**src/rtl/spi_flash_read_master_if.sv**
```systemverilog
// Request/response bus between the ROM fetch path and the SPI flash read master.
interface spi_flash_read_master_if #(
   parameter int ADDR_WIDTH = 24
);
   logic                  stb_i;
   logic [ADDR_WIDTH-1:0] addr_i;
   logic                  busy_o;
   logic                  ack_o;
   logic [31:0]           data_o;

   modport master (output stb_i, output addr_i, input busy_o, input ack_o, input data_o);
   modport slave  (input stb_i, input addr_i, output busy_o, output ack_o, output data_o);
endinterface

```
**src/rtl/spi_flash_read_master.sv**
```systemverilog
// SPI mode-0 master fetching one little-endian 32-bit word from the boot flash per request.
// Define FLASH_FAST_READ_EN to use command 0x0B with 8 dummy clocks instead of plain READ 0x03.
//
// state     | meaning
// ----------+-------------------------------------------------------
// ST_IDLE   | csn high, waiting for stb_i
// ST_CMD    | shifting out the 8-bit command
// ST_ADDR   | shifting out the 24-bit address, MSB first
// ST_DUMMY  | 8 dummy clocks, mosi low (fast read only)
// ST_DATA   | 32 clocks capturing miso on flash_clk rising edges
// ST_DONE   | csn high, ack_o pulse, data_o updated
// ST_CS_GAP | csn held high for the remaining recovery cycles
module spi_flash_read_master #(
   parameter int CLK_DIV        = 1,
   parameter int CS_HIGH_CYCLES = 4,
   parameter int ADDR_WIDTH     = 24
) (
   input  logic                     clk_i,
   input  logic                     rst_i,
   spi_flash_read_master_if.slave   bus,
   output logic                     flash_csn,
   output logic                     flash_clk,
   output logic                     flash_mosi,
   input  logic                     flash_miso,
   output logic                     flash_wpn,
   output logic                     flash_holdn
);

   localparam int DIV_W = $clog2(CLK_DIV + 1);
   localparam int GAP_W = $clog2(CS_HIGH_CYCLES + 1);
   localparam int TX_W  = 8 + ADDR_WIDTH;

   localparam logic [DIV_W-1:0] DIV_LOAD = DIV_W'(CLK_DIV - 1);
   localparam logic [GAP_W-1:0] GAP_LOAD = GAP_W'((CS_HIGH_CYCLES > 1) ? CS_HIGH_CYCLES - 2 : 0);

`ifdef FLASH_FAST_READ_EN
   localparam logic [7:0] CMD = 8'h0B;
`else
   localparam logic [7:0] CMD = 8'h03;
`endif

   typedef enum logic [2:0] {
      ST_IDLE,
      ST_CMD,
      ST_ADDR,
      ST_DUMMY,
      ST_DATA,
      ST_DONE,
      ST_CS_GAP
   } state_t;

   state_t            state;
   logic [6:0]        bit_cnt;
   logic [DIV_W-1:0]  div_cnt;
   logic [GAP_W-1:0]  gap_cnt;
   logic [TX_W-1:0]   tx_sr;
   logic [31:0]       rx_sr;
   logic              busy_r;
   logic              ack_r;
   logic [31:0]       data_r;
   logic              div_tc;

   assign bus.busy_o  = busy_r;
   assign bus.ack_o   = ack_r;
   assign bus.data_o  = data_r;
   assign flash_wpn   = 1'b1;
   assign flash_holdn = 1'b1;

   assign div_tc = (div_cnt == '0);

   always_ff @(posedge clk_i) begin
      if (rst_i) begin
         state      <= ST_IDLE;
         bit_cnt    <= '0;
         div_cnt    <= '0;
         gap_cnt    <= '0;
         tx_sr      <= '0;
         rx_sr      <= '0;
         busy_r     <= 1'b0;
         ack_r      <= 1'b0;
         data_r     <= '0;
         flash_csn  <= 1'b1;
         flash_clk  <= 1'b0;
         flash_mosi <= 1'b0;
      end else begin
         ack_r <= 1'b0;
         case (state)
            ST_IDLE: begin
               if (bus.stb_i) begin
                  state      <= ST_CMD;
                  busy_r     <= 1'b1;
                  flash_csn  <= 1'b0;
                  flash_clk  <= 1'b0;
                  flash_mosi <= CMD[7];
                  // tx_sr holds the bits still to go, already one ahead of mosi
                  tx_sr      <= {CMD[6:0], bus.addr_i, 1'b0};
                  bit_cnt    <= 7'd7;
                  div_cnt    <= DIV_LOAD;
               end
            end

            ST_CMD, ST_ADDR, ST_DUMMY, ST_DATA: begin
               if (!div_tc) begin
                  div_cnt <= div_cnt - DIV_W'(1);
               end else begin
                  div_cnt <= DIV_LOAD;
                  if (!flash_clk) begin
                     flash_clk <= 1'b1;
                     if (state == ST_DATA)
                        rx_sr <= {rx_sr[30:0], flash_miso};
                  end else begin
                     // end of bit cell: next low phase starts with the next mosi bit
                     flash_clk  <= 1'b0;
                     flash_mosi <= 1'b0;
                     tx_sr      <= {tx_sr[TX_W-2:0], 1'b0};
                     if (bit_cnt != 7'd0) begin
                        bit_cnt <= bit_cnt - 7'd1;
                        if (state == ST_CMD || state == ST_ADDR)
                           flash_mosi <= tx_sr[TX_W-1];
                     end else begin
                        case (state)
                           ST_CMD: begin
                              state      <= ST_ADDR;
                              bit_cnt    <= 7'(ADDR_WIDTH - 1);
                              flash_mosi <= tx_sr[TX_W-1];
                           end
                           ST_ADDR: begin
`ifdef FLASH_FAST_READ_EN
                              state   <= ST_DUMMY;
                              bit_cnt <= 7'd7;
`else
                              state   <= ST_DATA;
                              bit_cnt <= 7'd31;
`endif
                           end
                           ST_DUMMY: begin
                              state   <= ST_DATA;
                              bit_cnt <= 7'd31;
                           end
                           default: begin
                              state     <= ST_DONE;
                              flash_csn <= 1'b1;
                              ack_r     <= 1'b1;
                              // first byte received sits in rx_sr[31:24]
                              data_r    <= {rx_sr[7:0], rx_sr[15:8], rx_sr[23:16], rx_sr[31:24]};
                           end
                        endcase
                     end
                  end
               end
            end

            ST_DONE: begin
               if (CS_HIGH_CYCLES > 1) begin
                  state   <= ST_CS_GAP;
                  gap_cnt <= GAP_LOAD;
               end else begin
                  state  <= ST_IDLE;
                  busy_r <= 1'b0;
               end
            end

            ST_CS_GAP: begin
               if (gap_cnt == '0) begin
                  state  <= ST_IDLE;
                  busy_r <= 1'b0;
               end else begin
                  gap_cnt <= gap_cnt - GAP_W'(1);
               end
            end

            default: state <= ST_IDLE;
         endcase
      end
   end

endmodule
```
**src/flat_wrapper.sv**
```systemverilog
// flat-port wrapper written by rule: the top's interface ports become plain ports
module spi_flash_read_master_flat 
#(
   parameter int CLK_DIV        = 1,
   parameter int CS_HIGH_CYCLES = 4,
   parameter int ADDR_WIDTH     = 24
)
  (clk_i, rst_i, flash_csn, flash_clk, flash_mosi, flash_miso, flash_wpn, flash_holdn, bus_stb_i, bus_addr_i, bus_busy_o, bus_ack_o, bus_data_o);
  spi_flash_read_master_if #(.ADDR_WIDTH(ADDR_WIDTH)) bus_i ();
  input  logic clk_i;
  input  logic rst_i;
  output logic flash_csn;
  output logic flash_clk;
  output logic flash_mosi;
  input  logic flash_miso;
  output logic flash_wpn;
  output logic flash_holdn;
  input wire logic [$bits(bus_i.stb_i)-1:0] bus_stb_i;
  input wire logic [$bits(bus_i.addr_i)-1:0] bus_addr_i;
  output wire logic [$bits(bus_i.busy_o)-1:0] bus_busy_o;
  output wire logic [$bits(bus_i.ack_o)-1:0] bus_ack_o;
  output wire logic [$bits(bus_i.data_o)-1:0] bus_data_o;
  assign bus_i.stb_i = bus_stb_i;
  assign bus_i.addr_i = bus_addr_i;
  assign bus_busy_o = bus_i.busy_o;
  assign bus_ack_o = bus_i.ack_o;
  assign bus_data_o = bus_i.data_o;
  spi_flash_read_master #(.CLK_DIV(CLK_DIV), .CS_HIGH_CYCLES(CS_HIGH_CYCLES), .ADDR_WIDTH(ADDR_WIDTH)) u_core (.clk_i(clk_i), .rst_i(rst_i), .bus(bus_i), .flash_csn(flash_csn), .flash_clk(flash_clk), .flash_mosi(flash_mosi), .flash_miso(flash_miso), .flash_wpn(flash_wpn), .flash_holdn(flash_holdn));
endmodule
```
**config.mk**
```make
export PLATFORM = sky130hd
export DESIGN_NAME = spi_flash_read_master_flat
export DESIGN_NICKNAME = d
export VERILOG_FILES = /design/src/rtl/spi_flash_read_master_if.sv /design/src/rtl/spi_flash_read_master.sv /design/src/flat_wrapper.sv
export SDC_FILE = /design/constraint.sdc
export NUM_CORES = 1
export LEC_CHECK = 0
export CAP_MARGIN = 25
export CELL_PAD_IN_SITES_DETAIL_PLACEMENT = 1
export CELL_PAD_IN_SITES_GLOBAL_PLACEMENT = 1
export CORE_MARGIN = 2
export CORE_UTILIZATION = 42
export DETAILED_ROUTE_END_ITERATION = 10
export HOLD_SLACK_MARGIN = 0.02
export PLACE_DENSITY = 0.9
export RECOVER_POWER = 100
export SYNTH_ARGS = -nofsm -noshare
export SYNTH_HDL_FRONTEND = slang
export SYNTH_SLANG_ARGS = --single-unit
```
**constraint.sdc**
```tcl
create_clock -name clk_i -period 3.6 [get_ports clk_i]
set_input_delay 0.72 -clock clk_i [delete_from_list [all_inputs] [get_ports clk_i]]
set_output_delay 0.72 -clock clk_i [all_outputs]
set_load 0.05 [all_outputs]
```
### Word level (Yosys, flattened, before mapping)

Index checks and enable logic that the tools add are counted.
Widths: inputs -> output; s select.

* bits in registers: 115
* bits of input ports: 28
* output and inout port bits: 39
* logic and storage cells: 95

* add/subtract/negate cells: 3
* equal/unequal tests: 14
* mux-type cells: 40
* bitwise logic cells: 5
* reduce and logical (&&, ||, !) cells: 21

Operators with widths (number)
* $mux 32: 3
* $pmux 32 s2: 1
* $mux 7: 4
* $pmux 7 s2: 2
* $mux 3: 6
* $mux 1: 16
* $reduce_and 5->1: 3
* $pmux 3 s2: 2
* $pmux 3 s4: 1
* $ne 2x2->1 const B: 5
* $pmux 1 s2: 5
* $eq 3x3->1 const B: 3
* $reduce_and 4->1: 2
* $reduce_bool 7->1: 1
* $sub 7x1->7 const B: 1
* $eq 3x2->1 const B: 2
* $logic_not 3->1: 2
* $reduce_and 3->1: 2
* $reduce_and 6->1: 1
* $reduce_bool 2->1: 3
* $not 1->1: 5
* $reduce_or 5->1: 1
* $ne 2x1->1 const B: 2
* $ne 4x2->1 const B: 1
* 8 further kinds: 9

### Logic depth before layout (Yosys ltp)

Gate-level depths: netlist of the first run.

* word-level depth: 7
* mapped depth: 8
* depth with buffers taken out: 8

### Least setup slack after synthesis of the first run

OpenSTA, ideal clock, no wires.

* kind: register to register
* start point: register u_core.flash_clk
* end point: register u_core.state[2]
* setup time: 0.121 ns
* data arrival time: 1.918 ns
* required time: 3.479 ns
* setup slack: 1.560 ns
* cell stages (with the launch flop): 7
* buffers on the path: 1
* clock period less this slack: 2.040 ns
* cell sequence: dfxtp_1 -> buf_2 -> inv_1 -> or3_4 -> a2bb2oi_4 -> nand2_1 -> mux2_4

* cells in the longest elaborated chain, start to end: 2

RTL lines
* start: declaration: RTL line spi_flash_read_master.sv:22 `output logic flash_clk,`
* start signal: assignment: RTL line spi_flash_read_master.sv:83 `flash_clk <= 1'b0;`
* start signal: assignment: RTL line spi_flash_read_master.sv:93 `flash_clk <= 1'b0;`
* start signal: assignment: RTL line spi_flash_read_master.sv:108 `flash_clk <= 1'b1;`
* $ne 2x1->1 (no source line)
* $reduce_and 5->1 (no source line)
* end signal: assignment: RTL line spi_flash_read_master.sv:73 `state <= ST_IDLE;`
* end signal: assignment: RTL line spi_flash_read_master.sv:90 `state <= ST_CMD;`
* end signal: assignment: RTL line spi_flash_read_master.sv:123 `state <= ST_ADDR;`
* end: declaration: RTL line spi_flash_read_master.sv:52 `state_t state;`

No other way between the ends.
A chain may end at the register's enable or synchronous reset.

### Worst setup path in the final report of the first run

* start point: register u_core.state[2]
* end point: register u_core.rx_sr[2]

* cells in the longest elaborated chain, start to end: 3
* elaborated cells on any way between the ends: 6
* those cells by class: 4 x eq/ne; 2 x reduce/logical

RTL lines
* $eq 3x2->1, or another cell as far along: RTL line spi_flash_read_master.sv:87 `case (state)`
* $reduce_or 4->1: RTL line spi_flash_read_master.sv:87
* $reduce_and 4->1 (no source line) *
* end signal: assignment: RTL line spi_flash_read_master.sv:110 `rx_sr <= {rx_sr[30:0], flash_miso};`
* end: declaration: RTL line spi_flash_read_master.sv:57 `logic [31:0] rx_sr;`

Mark *: on every way between the ends. The rest lies on a longest branch, timed or not.

==> results of run 1 <==
## logic make-up (layout without fill, tap and decap cells)
kind of cell / after synthesis / in the layout / share of synthesized area, %
simple gates: 270 / 270 / 24.7
compound gates: 125 / 125 / 17.9
flops: 113 / 113 / 50.3
buf+inv: 51 / 111 / 4.81
fa+ha+maj: 4 / 4 / 1.11
mux: 3 / 3 / 0.778
xor+xnor: 2 / 2 / 0.389
other cells: 1 / 2 / 0.0833
## through the flow
stage | cells | instance area, µm²
global placement | 733 | 5190
finish | 766 | 5800
CTS | 765 | 5830
global route | 766 | 5800
floorplan | 570 | 4510
detailed placement | 733 | 5190
## routing by layer
layer	share of wire, %	up-vias	track usage [%]
met5	0	-	0
met4	0.98	0	7.33
met3	3.4	16	5.21
met2	52	87	38.6
met1	44	2012	26.1
li1	-	2014	-
## sequential cells by signal, indices dropped and copies added (netlist names)
signal,count
u_core.bus.data_o,32
u_core.rx_sr,32
u_core.tx_sr,31
u_core.bit_cnt,7
u_core.gap_cnt,3
u_core.state,3
u_core.bus.ack_o,1
u_core.bus.busy_o,1
u_core.flash_clk,1
u_core.flash_csn,1
u_core.flash_mosi,1
## area by class of cell
| class | count | area [µm²] | area share, % |
|---|---|---|---|
| Sequential cell | 113 | 2260 | 39.0 |
| Tap cell | 136 | 170 | 2.93 |
| Clock inverter | 13 | 208 | 3.58 |
| Inverter | 7 | 26.3 | 0.453 |
| Multi-Input combinational cell | 406 | 2000 | 34.4 |
| Clock buffer | 19 | 432 | 7.44 |
| Timing Repair Buffer | 72 | 708 | 12.2 |
## cells in the final DEF, fill, tap and decap left out, drive strengths merged, types with 5 or more instances in the layout
cell / n
bufinv: 5
nor2: 47
clkinv: 5
dfxtp: 113
clkbuf: 22
inv: 9
nand2: 187
a311oi: 26
clkdlybuf4s50: 26
nand3: 6
a22oi: 7
a21oi: 74
buf: 6
nor3: 11
dlygate4sd3: 37
## power by group through the flow
stage,Clock (µW),Combinational (µW),Sequential (µW)
floorplan,0,799,1580
global placement,0,1010,1580
detailed placement,0,1050,1590
CTS,1850,1070,1570
global route,1900,1160,1590
finish,1820,1020,1570
## worst reg2reg max path, stage by stage, from the launching register on
cell and delay [ns]:
sky130_fd_sc_hd__dfxtp_1 0.55, sky130_fd_sc_hd__or3b_1 0.54, sky130_fd_sc_hd__nor2_2 0.12, sky130_fd_sc_hd__clkbuf_1 1.02, sky130_fd_sc_hd__nand2_1 0.22, sky130_fd_sc_hd__a21oi_1 0.21
## how the worst max path moves through the flow
stage | to | slack (ns) | cells after the start
final | u_core.rx_sr[2]$_SDFFE_PP0P_ | 0.85 | 5
after global routing | u_core.rx_sr[2]$_SDFFE_PP0P_ | 0.56 | 5
after CTS | u_core.bus.data_o[25]$_SDFFE_PP0P_ | 0.80 | 5
after detailed placement | u_core.bus.data_o[13]$_SDFFE_PP0P_ | 0.89 | 5
after global placement | u_core.bus.data_o[6]$_SDFFE_PP0P_ | 1.08 | 5
after floorplan | u_core.state[2]$_SDFFE_PP0P_ | 1.56 | 6
==> results.toml, run 1 <==
[pwr]
power.sequential.fraction_pct = 35.6
switchingPower_uw = 1440
irDropWorstVdd_uv = 400
power_frac_clock_pct = 41.3
power_uw = 4410
power-per-cell-area_nw_per_um2 = 760
power_switching_share_pct = 32.6
cellInternalPower_uw = 2970
p_leak_uw = 0.00215
share_comb_of_total_power_pct = 23.1

[floorplan]
floorplan.initialDensity_pct = 43.4
core_region_area_um2 = 10400
die_y_um = 108
die_area_um2 = 11600
io-pin-count = 67
floorplan.die.width_um = 108
rows = 37

[detailed_routing]
detailedRoute.firstPassIterationCount = 4
drt_wl_total_mm = 12.0
vias = 4129
drt_iter0_markers = 161
drt-vias-per-instance = 5.39
detail_route_antenna_nets = 0
wire_per_inst_um = 15.7
drc = 0

[flow_run]
cap_violations = 0

[cts]
clock_tree.htree_level_count = 4
path_clk_slew_ns = 0.06
post_cts_resize_count = 0
tritoncts = "done"
tritoncts.num_buffers = 17
post-cts-setup-buffers = 0
root_buffer = "sky130_fd_sc_hd__clkbuf_8"
hold_buffers = 0
clk_lat_worst_skew_ns = 0.52
clock_tree_buffer_depth = 2
cts_num_sinks = 113

[global_routing]
overflow = 0
global_routing_usage_summed_across_all_routing_layers_pct = 21.9
via_count_of_the_first_global_routing_pass = 4186
grt_max_degree = 80
grt_first_pass_wirelength_mm = 20.1
grt_antenna_before_repair = 0

[timing]
final-max-slew-violation-count = 0
final_setup_violation_count = 0
period_needed_ns = 2.75
grt_setup_unrepaired = "no"
fmaxAchievable_mhz = 364
worstMarginPinSlew_ns = 1.40
fin_worst_skew_ns = 0.00773
timing.final.hold_violations = 0
worst_slew_margin_rel_pct = 6.91
hold_slack_ns = 0.447
layout_worst_path_cycle_share_pct = 76.4
timing.final.ws_setup_ns = 0.850
setup_tns_ns = 0

[min_path]
hold-path-endpoint = "u_core.bus.data_o[16]$_SDFFE_PP0P_"
hold_depth = 2
min-delay-path-class = "flip-flop to flip-flop"
hold_path.startpoint = "u_core.bus.data_o[16]$_SDFFE_PP0P_"

[place]
hpwl_after_detailed_placement_mm = 7.18
post-place-ws_ns = 0.886
buffer_ports.inserted = 64
gp_congestion = 0.777

[final_layout]
drive_above_1_share_pct = 6.51
final_net_count = 649
antennaDiodeCount = 0
final.fill_count = 1245
syn_to_final_growth_pct = 28.9
fin_util_pct = 56.0

[critical_path]
worst_setup_path_start_kind = "flip-flop"
crit_type = "flip-flop to flip-flop"
reg2reg_to = "u_core.rx_sr[2]$_SDFFE_PP0P_"
critPathBufInv = 1
timing.critical_path.cells = "or3b_1 > nor2_2 > clkbuf_1 > nand2_1 > a21oi_1"
worstSetupEndpointType = "flip-flop"
timing.critical_path.max_delay_family = "buffers and inverters"
cp_max_fo = 32
timing.critical_path.slowest_cell_delay_ns = 1.02
worst_ep_required_time_ns = 4.03
worstPathArrival_ns = 3.18
critical_path_s_slowest_cell = "sky130_fd_sc_hd__clkbuf_1"
critical_r2r_launch = "u_core.state[2]$_SDFFE_PP0P_"
regToRegSetupSlack_ns = 0.85
beginning_of_the_critical_path = "u_core.state[2]$_SDFFE_PP0P_"
reg2regPathDepth = 5

[synthesis]
synth_cell_type_count = 45
postSynth.asyncResetShare_pct = 0
mappedNetlistArea_um2 = 4500
seq_area_frac_synth_pct = 50.3
netlist_top_cells_area = "sky130_fd_sc_hd__dfxtp_1 (50%), sky130_fd_sc_hd__nand2_1 (16%), sky130_fd_sc_hd__a21oi_1 (8.1%)"
yosys_most_used_dff = "sky130_fd_sc_hd__dfxtp_1"
synth_area_leader_cell = "sky130_fd_sc_hd__dfxtp_1"
yosys_warnings = 0
synth_largest_type_area_fraction_pct = 50.3
number_of_flops_mapped_to_enable_cells_by_yosys = 0
synthTopCellsByCount = "sky130_fd_sc_hd__nand2_1 (186), sky130_fd_sc_hd__dfxtp_1 (113), sky130_fd_sc_hd__a21oi_1 (73)"
post-synth-top-count-cell = "sky130_fd_sc_hd__nand2_1"
synth_area_per_cell_um2 = 7.91
ys_seq_elements = 113
cell_count_after_synthesis = 569

[status]
run_status = "finished clean"
Power figures use the tool's default switching activity.
==> run 2: changes to the inputs <==
CORE_UTILIZATION = 36   (was 42)
PLACE_DENSITY = 0.83   (was 0.9)
clock period = 2.5 ns   (was 3.6 ns; I/O delays follow)
==> results.toml, run 2 (same netlist as run 1, synthesis figures left out) <==
[detailed_routing]
drc = 0
drt_wl_total_mm = 11.5
drt_iter0_markers = 243
wire_per_inst_um = 14.3
drt-vias-per-instance = 5.02
detailedRoute.firstPassIterationCount = 4
vias = 4017
detail_route_antenna_nets = 0

[floorplan]
floorplan.initialDensity_pct = 37.2
floorplan.die.width_um = 116
die_area_um2 = 13400
io-pin-count = 67
core_region_area_um2 = 12100
die_y_um = 116
rows = 40

[timing]
final-max-slew-violation-count = 0
setup_tns_ns = 0
timing.final.ws_setup_ns = 0.164
timing.final.hold_violations = 0
period_needed_ns = 2.34
worstMarginPinSlew_ns = 0.662
grt_setup_unrepaired = "no"
worst_slew_margin_rel_pct = 55.8
fin_worst_skew_ns = 0.00561
final_setup_violation_count = 0
fmaxAchievable_mhz = 428
layout_worst_path_cycle_share_pct = 93.5

[global_routing]
grt_antenna_before_repair = 0
via_count_of_the_first_global_routing_pass = 4078
grt_first_pass_wirelength_mm = 19.1
grt_max_degree = 65
global_routing_usage_summed_across_all_routing_layers_pct = 17.9
overflow = 0

[final_layout]
area_taken_by_multi_input_logic_gates_um2 = 2020
final.fill_count = 1487
layout.cells.most_common = "sky130_fd_sc_hd__nand2_1"
fin_util_pct = 48.3
antennaDiodeCount = 0
final_net_count = 651
layout.area.seq_um2 = 2260
syn_to_final_growth_pct = 29.8
drive_above_1_share_pct = 7.12
most-common-layout-cells = "sky130_fd_sc_hd__nand2_1 (187), sky130_fd_sc_hd__dfxtp_1 (113), sky130_fd_sc_hd__a21oi_1 (73)"

[place]
buffer_ports.inserted = 64
hpwl_after_detailed_placement_mm = 7.37
post-place-ws_ns = 0.324
gp_congestion = 0.787

[critical_path]
worst_ep_required_time_ns = 2.00
timing.critical_path.slowest_cell_delay_ns = 0.93
critPathBufInv = 1
worst_setup_path_start_kind = "flip-flop"
worst-path-stages = 1
timing.critical_path.cells = "dlygate4sd3_1"
timing.critical_path.max_delay_family = "buffers and inverters"
worstSetupEndpointType = "output pin"
worstPathArrival_ns = 1.84
reg2regPathDepth = 6
cp_max_fo = 8
crit_type = "flip-flop to output pin"
critical_path_s_slowest_cell = "sky130_fd_sc_hd__dlygate4sd3_1"

[cts]
clock_tree.htree_level_count = 4
path_clk_slew_ns = 0.05
clock_tree_buffer_depth = 2
cts_num_sinks = 113
root_buffer = "sky130_fd_sc_hd__clkbuf_16"
post_cts_resize_count = 0
clk_lat_worst_skew_ns = 0.41
tritoncts = "done"
post-cts-setup-buffers = 0
tritoncts.num_buffers = 17
hold_buffers = 0

[status]
run_status = "finished clean"

[min_path]
min-delay-path-class = "flip-flop to flip-flop"
hold_depth = 2

[pwr]
power-per-cell-area_nw_per_um2 = 1050
irDropWorstVdd_uv = 492
power_uw = 6140
p_leak_uw = 0.00214

[flow_run]
cap_violations = 0
## run 2: changes by cell type in the layout (fill, tap and decap cells not counted), sizes merged
cell	change
bufinv	-4
clkinv	+1
inv	-2
clkbuf	+3
clkinvlp	+2
buf	+2
## run 2: worst paths after layout
kind / start / endpoint / slack (ns)
worst max-delay path: u_core.flash_clk$_SDFFE_PP0P_ / flash_clk / 0.16
worst min-delay path: u_core.bus.data_o[6]$_SDFFE_PP0P_ / u_core.bus.data_o[6]$_SDFFE_PP0P_ / 0.44
worst max register to register: u_core.state[2]$_SDFFE_PP0P_ / u_core.bus.data_o[21]$_SDFFE_PP0P_ / 0.26
worst min register to register: u_core.bus.data_o[6]$_SDFFE_PP0P_ / u_core.bus.data_o[6]$_SDFFE_PP0P_ / 0.44
## run 2: layout make-up
cell class | count | share of cell area (%)
inverter | 7 | 0.450
clock buffer | 22 | 8.46
multi-input combinational | 406 | 34.6
clock inverter | 10 | 1.41
sequential | 113 | 38.7
tap | 168 | 3.60
timing repair buffer | 74 | 12.7
## run 2: routing by layer
| metal | track usage (%) | routed length (µm) | up-vias |
|---|---|---|---|
| li1 | - | - | 2023 |
| met1 | 20.7 | 5200 | 1906 |
| met2 | 32.0 | 5700 | 76 |
| met3 | 4.50 | 400 | 12 |
| met4 | 6.67 | 160 | 0 |
| met5 | 0 | 0 | - |
## run 2: power by group
group          internal, µW  switching [µW]  total, µW
combinational           562            1030       1590
sequential             2050             202       2250
clock                  1480             816       2300
## run 2: metrics by stage
| stage | instances | hold WS, ns | area [µm²] |
|---|---|---|---|
| after floorplan | 570 | 0.437 | 4510 |
| after global placement | 768 | 0.439 | 5290 |
| after detailed placement | 768 | 0.445 | 5290 |
| after CTS | 800 | 0.451 | 5860 |
| after global routing | 800 | 0.470 | 5840 |
| final | 800 | 0.444 | 5840 |
## run 2: worst reg2reg max path: cells and delay by family (launching register included)
family,cells,cell delay (ns)
buffers and inverters,1,0.31
AND/OR/NAND/NOR,4,1.14
flip-flops,1,0.56
AO/OA/AOI/OAI,1,0.09
